[config.mk]
export PLATFORM = sky130hd
export DESIGN_NAME = match_reporter
export DESIGN_NICKNAME = d
export VERILOG_FILES = /design/src/rtl/match_reporter.sv
export SDC_FILE = /design/constraint.sdc
export NUM_CORES = 1
export LEC_CHECK = 0
export CAP_MARGIN = 20
export CELL_PAD_IN_SITES_DETAIL_PLACEMENT = 1
export CELL_PAD_IN_SITES_GLOBAL_PLACEMENT = 1
export CORE_MARGIN = 5
export CORE_UTILIZATION = 40
export CTS_CLUSTER_SIZE = 25
export DETAILED_ROUTE_END_ITERATION = 6
export PLACE_DENSITY_LB_ADDON = 0.1
export SLEW_MARGIN = 20
export SYNTH_ARGS = -nofsm -noshare
export SYNTH_HDL_FRONTEND = slang
export SYNTH_SLANG_ARGS = --single-unit
[constraint.sdc]
create_clock -name CLK -period 5.05 [get_ports CLK]
set_input_delay 0.7575 -clock CLK [delete_from_list [all_inputs] [get_ports CLK]]
set_output_delay 0.7575 -clock CLK [all_outputs]
set_load 0.1 [all_outputs]
[src/rtl/match_reporter.sv]
// Match reporter: output-table lookup on each scanned state, two-stage pipeline into a match FIFO.
// Optional MATCH_CNT counter enabled by defining MATCH_REPORTER_CNT_EN.
module match_reporter #(
  parameter int unsigned FIFO_DEPTH = 8,
  parameter int unsigned POS_W      = 16
) (
  input  logic             CLK,
  input  logic             RST,
  input  logic             EN,
  input  logic [7:0]       NOW_STATE,
  input  logic             OUT_WE,
  input  logic [7:0]       OUT_WADDR,
  input  logic [4:0]       OUT_WDATA,
  output logic             MATCH_VALID,
  input  logic             MATCH_READY,
  output logic [3:0]       MATCH_PID,
  output logic [POS_W-1:0] MATCH_POS,
  output logic             OVERFLOW,
  output logic [15:0]      MATCH_CNT
);

  localparam int unsigned AW = (FIFO_DEPTH > 1) ? $clog2(FIFO_DEPTH) : 1;
  localparam int unsigned EW = POS_W + 4;

  logic [4:0]       r_table [256];

  logic             r_s1_valid;
  logic [4:0]       r_s1_entry;
  logic [POS_W-1:0] r_s1_pos;
  logic [POS_W-1:0] r_pos;

  logic [EW-1:0]    r_mem [FIFO_DEPTH];
  logic [AW:0]      r_wr_ptr;
  logic [AW:0]      r_rd_ptr;
  logic             r_overflow;

  logic             w_push;
  logic             w_pop;
  logic             w_empty;
  logic             w_full;
  logic             w_accept;
  logic             w_drop;
  logic [AW:0]      w_count;
  logic [EW-1:0]    w_head;

  // Table writes are not gated by RST; a same-cycle read sees the old entry.
  always_ff @(posedge CLK) begin
    if (OUT_WE) begin
      r_table[OUT_WADDR] <= OUT_WDATA;
    end
  end

  always_ff @(posedge CLK) begin
    if (RST) begin
      r_s1_valid <= 1'b0;
      r_pos      <= '0;
    end else begin
      r_s1_valid <= EN;
      if (EN) begin
        r_s1_entry <= r_table[NOW_STATE];
        r_s1_pos   <= r_pos;
        r_pos      <= r_pos + POS_W'(1);
      end
    end
  end

  always_comb begin
    w_push   = r_s1_valid & r_s1_entry[4];
    w_count  = r_wr_ptr - r_rd_ptr;
    w_empty  = (r_wr_ptr == r_rd_ptr);
    w_full   = (w_count == (AW+1)'(FIFO_DEPTH));
    w_pop    = ~w_empty & MATCH_READY;
    // A full FIFO still accepts when the head leaves in the same cycle.
    w_accept = w_push & (~w_full | w_pop);
    w_drop   = w_push & w_full & ~w_pop;
    w_head   = r_mem[r_rd_ptr[AW-1:0]];
  end

  always_ff @(posedge CLK) begin
    if (!RST && w_accept) begin
      r_mem[r_wr_ptr[AW-1:0]] <= {r_s1_entry[3:0], r_s1_pos};
    end
  end

  always_ff @(posedge CLK) begin
    if (RST) begin
      r_wr_ptr   <= '0;
      r_rd_ptr   <= '0;
      r_overflow <= 1'b0;
    end else begin
      if (w_accept) begin
        r_wr_ptr <= r_wr_ptr + (AW+1)'(1);
      end
      if (w_pop) begin
        r_rd_ptr <= r_rd_ptr + (AW+1)'(1);
      end
      if (w_drop) begin
        r_overflow <= 1'b1;
      end
    end
  end

  // Head fields are forced to zero while empty so reset shows PID/POS of 0.
  assign MATCH_VALID = ~w_empty;
  assign MATCH_PID   = w_empty ? 4'd0 : w_head[EW-1:POS_W];
  assign MATCH_POS   = w_empty ? '0 : w_head[POS_W-1:0];
  assign OVERFLOW    = r_overflow;

`ifdef MATCH_REPORTER_CNT_EN
  logic [15:0] r_cnt;

  always_ff @(posedge CLK) begin
    if (RST) begin
      r_cnt <= '0;
    end else if (w_push && (r_cnt != '1)) begin
      r_cnt <= r_cnt + 16'd1;
    end
  end

  assign MATCH_CNT = r_cnt;
`else
  assign MATCH_CNT = '0;
`endif

endmodule

==> impl_metrics.py <==
metrics = {
    "status": {
        "outcome": "completed",
    },
    "synthesis": {
        "synth-simple-area-share": 0.04140,
        "synth_area_leader_cell": "edfxtp_1",
        "synthesis.area_sq_mm": 0.05833,
        "synth_top_family_by_area": "multiplexers",
        "yosysWarnings": 0,
        "synth-compound-area-share": 0.02825,
        "synth.area.top_cells": "edfxtp_1, mux4_2, nor2_1, mux2i_1, dfxtp_1",
        "synth_top_area_share": 0.7521,
        "synth.area.mux_share": 0.1460,
        "synthAdderAreaFrac": 0.001287,
        "ys_ff_latch": 1490,
        "synth_xor_xnor_area_share": 0.002960,
        "synth_edf_count": 1461,
        "ys_seq_area_frac": 0.7621,
        "synthArstFlopShare": 0,
        "ys_types": 59,
        "synth_area_per_cell_sq_um": 19.70,
        "synth_ff_type": "edfxtp_1",
        "synthCells": 2961,
    },
    "hold_path": {
        "holdPathEnd": "r_table[169][3]",
        "hp-class": "input pin to flop",
        "min_from": "OUT_WDATA[3]",
        "whs_path_depth": 1,
    },
    "place": {
        "gp_congestion": 0.7885,
        "hpwlAfterDp_mm": 94.65,
        "portBuffers": 47,
    },
    "grt": {
        "grt_max_degree": 125,
        "antenna_found_initial": 15,
        "grt_pass1_vias": 31180,
        "track_usage": 0.2012,
        "grt_pass1_wl_mm": 221.8,
        "grt_overflow_total": 0,
    },
    "sta": {
        "rsz0062_at_grt": "false",
        "min_period_ns": 4.413,
        "finalHoldWorstSlack_ns": 0.4069,
        "slew-limit-headroom": 0.2965,
        "skew_ns": 0.02287,
        "final.setup.tns_ns": 0,
        "fmaxAchievable_ghz": 0.2266,
        "fin_crit_sh": 0.8739,
        "hold_violations": 0,
        "finalSetupViolCount": 0,
        "slew_violations": 0,
        "tightest_slew_ns": 1.055,
    },
    "clock_network": {
        "h-tree-depth": 4,
        "post_cts_buffers": 0,
        "cts.clk_slew.worst_paths_ns": 0.06,
        "clock_latency_ns": 0.79,
        "ctsHoldBuffers": 0,
        "clockBufferDepth": 3,
        "cts_buffers": 160,
        "cts_tree": "done",
        "cts-resized-gates": 0,
        "clkSinkCount": 1490,
        "root_buffer": "clkbuf_16",
    },
    "power": {
        "p_leak_nw": 20.56,
        "p_int_mw": 20.80,
        "seq_power_share": 0.511,
        "clockPowerShare": 0.430,
        "p_sw_mw": 5.865,
        "powerDensity_mw_per_mm2": 402.3,
        "comb_power_share": 0.059,
        "swShare": 0.2199,
        "peakVddDrop_uv": 265.5,
    },
    "floorplanning": {
        "coreArea_sq_mm": 0.1454,
        "initial_core_util": 0.4012,
        "fp.dieH_microns": 391.9,
        "dieArea_sq_mm": 0.1536,
        "io_pins": 64,
        "rows": 140,
        "die_x_microns": 391.9,
    },
    "route": {
        "drc": 0,
        "postRouteAntennaNets": 0,
        "wl_per_cell_microns": 29.74,
        "routed-via-count": 28840,
        "drt_iter0_drc": 2561,
        "viasPerCell": 5.613,
        "wl_mm": 152.8,
        "drtPass1Iterations": 6,
    },
    "worst_setup_path": {
        "slowest_stage": "clkdlybuf4s50_1",
        "cp-end-kind": "output port",
        "cp.required_ns": 4.29,
        "cp-start-kind": "flop",
        "crit_path_max_incr_delay_ns": 1.16,
        "rr_endpoint": "r_mem[6][4]",
        "r2r_cells": 7,
        "r2r-start": "r_wr_ptr[1]",
        "critical_path_class": "flop to output port",
        "path_cells": "buf_4 > mux4_2 > mux2i_1 > nor2_1 > clkdlybuf4s50_1",
        "r2r_slack_ns": 1.65,
        "critPathArrivalTime_ns": 3.66,
        "worstPathMaxFanout": 22,
    },
    "flow_run": {
        "drv_cap": 0,
    },
    "layout": {
        "fill_cells": 13320,
        "drive_above_1_share": 0.2079,
        "fin_nets": 3116,
        "area_growth_pct": 13.65,
    },
}
## layout by cell type (no fill, tap or decap), types with 20 or more instances in the layout
cell type	synthesis	routed
dfxtp_1	29	26
clkinv_2	0	30
nor2_1	331	325
clkdlybuf4s50_1	0	33
mux2i_1	123	123
buf_4	40	77
nand2_1	91	90
a22oi_1	75	75
mux4_2	320	320
clkinv_1	1	33
a21oi_1	33	33
clkbuf_16	0	165
edfxtp_1	1461	1461
nand3_1	51	51
clkbuf_1	84	37
nor3_1	22	20
o21ai_0	25	25
## sequential cells by signal, indices dropped and copies added (netlist names), 4 cells and up, named ones only
register,count
r_table,1280
r_s1_entry,5
r_s1_pos,16
r_pos,16
r_rd_ptr,4
r_mem,160
r_wr_ptr,4
## power groups by stage
stage	registers (mW)	clock network [mW]	logic [mW]
detailed placement	13.9	0	1.59
CTS	13.6	11.8	1.60
global placement	13.9	0	1.56
floorplan	13.9	0	0.986
finish	13.6	11.5	1.57
global route	13.6	12.4	1.67
## cells by family after synthesis
family                   after synthesis
adder cells (fa/ha/maj)                6
XOR/XNOR                              18
multiplexers                         450
AO/OA/AOI/OAI                        230
buffers and inverters                198
flip-flops                          1490
AND/OR/NAND/NOR                      568
other                                  1
## synth_stat cells, types with 6 or more instances
library cell	instances
or3_1	7
a22oi_1	75
xor2_1	12
nor2_1	331
nor3_1	22
mux2_2	7
edfxtp_1	1461
nor2b_1	19
buf_2	34
inv_1	9
ha_1	6
a211oi_1	8
mux4_2	320
nand2_1	91
buf_6	15
buf_1	14
o221ai_1	18
o21ai_0	25
dfxtp_1	29
nand2b_1	7
buf_4	40
and2_1	10
clkbuf_1	84
o22ai_1	11
nand4_1	18
a31oi_1	8
mux2i_1	123
nand3_1	51
a221oi_1	15
a21oi_1	33
## final cells by class
class	instances	area (sq um)	share of cell area
Timing Repair Buffer	133	1287	0.01942
Sequential cell	1490	44460	0.6706
Tap cell	1917	2399	0.03618
Inverter	11	41.29	0.0006228
Clock buffer	202	4268	0.06438
Multi-Input combinational cell	1288	12960	0.1955
Antenna cell	8	20.02	0.0003020
Clock inverter	89	859.6	0.01297
## per-layer routing
| layer | vias to the layer above | track usage | wire length [microns] | part of all wire |
|---|---|---|---|---|
| li1 | 12320 | - | - | - |
| met2 | 844 | 0.3255 | 74290 | 0.49 |
| met5 | - | 0 | 48 | 0.00031 |
| met4 | 8 | 0.05427 | 3367 | 0.022 |
| met1 | 15470 | 0.2759 | 65120 | 0.43 |
| met3 | 203 | 0.04749 | 9992 | 0.065 |
## through the flow
stage,power [mW],setup WS (ns),area [sq um],utilization,cells
5_1_grt,27.66,0.3912,66270,0.4558,5130
2_1_floorplan,14.86,1.377,58390,-,2976
3_5_place_dp,15.49,0.8122,61110,0.4203,4838
3_3_place_gp,15.46,0.8046,61110,0.4203,4838
4_1_cts,26.98,0.4806,66240,0.4556,5129
6_report,26.67,0.6366,66290,0.4560,5138
## how the worst max path moves through the flow
| stage | cells past startpoint | to | startpoint | slack [ns] |
|---|---|---|---|---|
| floorplan | 7 | r_mem[4][0] | r_wr_ptr[1] | 1.38 |
| global placement | 8 | r_s1_entry[1] | NOW_STATE[0] | 0.80 |
| detailed placement | 8 | r_s1_entry[0] | NOW_STATE[0] | 0.81 |
| CTS | 5 | MATCH_POS[1] | flop | 0.48 |
| global route | 5 | MATCH_POS[1] | flop | 0.39 |
| finish | 5 | MATCH_POS[1] | flop | 0.64 |
## critical path, delay by kind of cell, from the launching register on
family | cells | cell delay (ns)
AND/OR/NAND/NOR | 1 | 0.16
multiplexers | 2 | 0.33
buffers and inverters | 2 | 1.58
flip-flops | 1 | 0.79
Note: power is estimated with default switching activity, not from simulation.
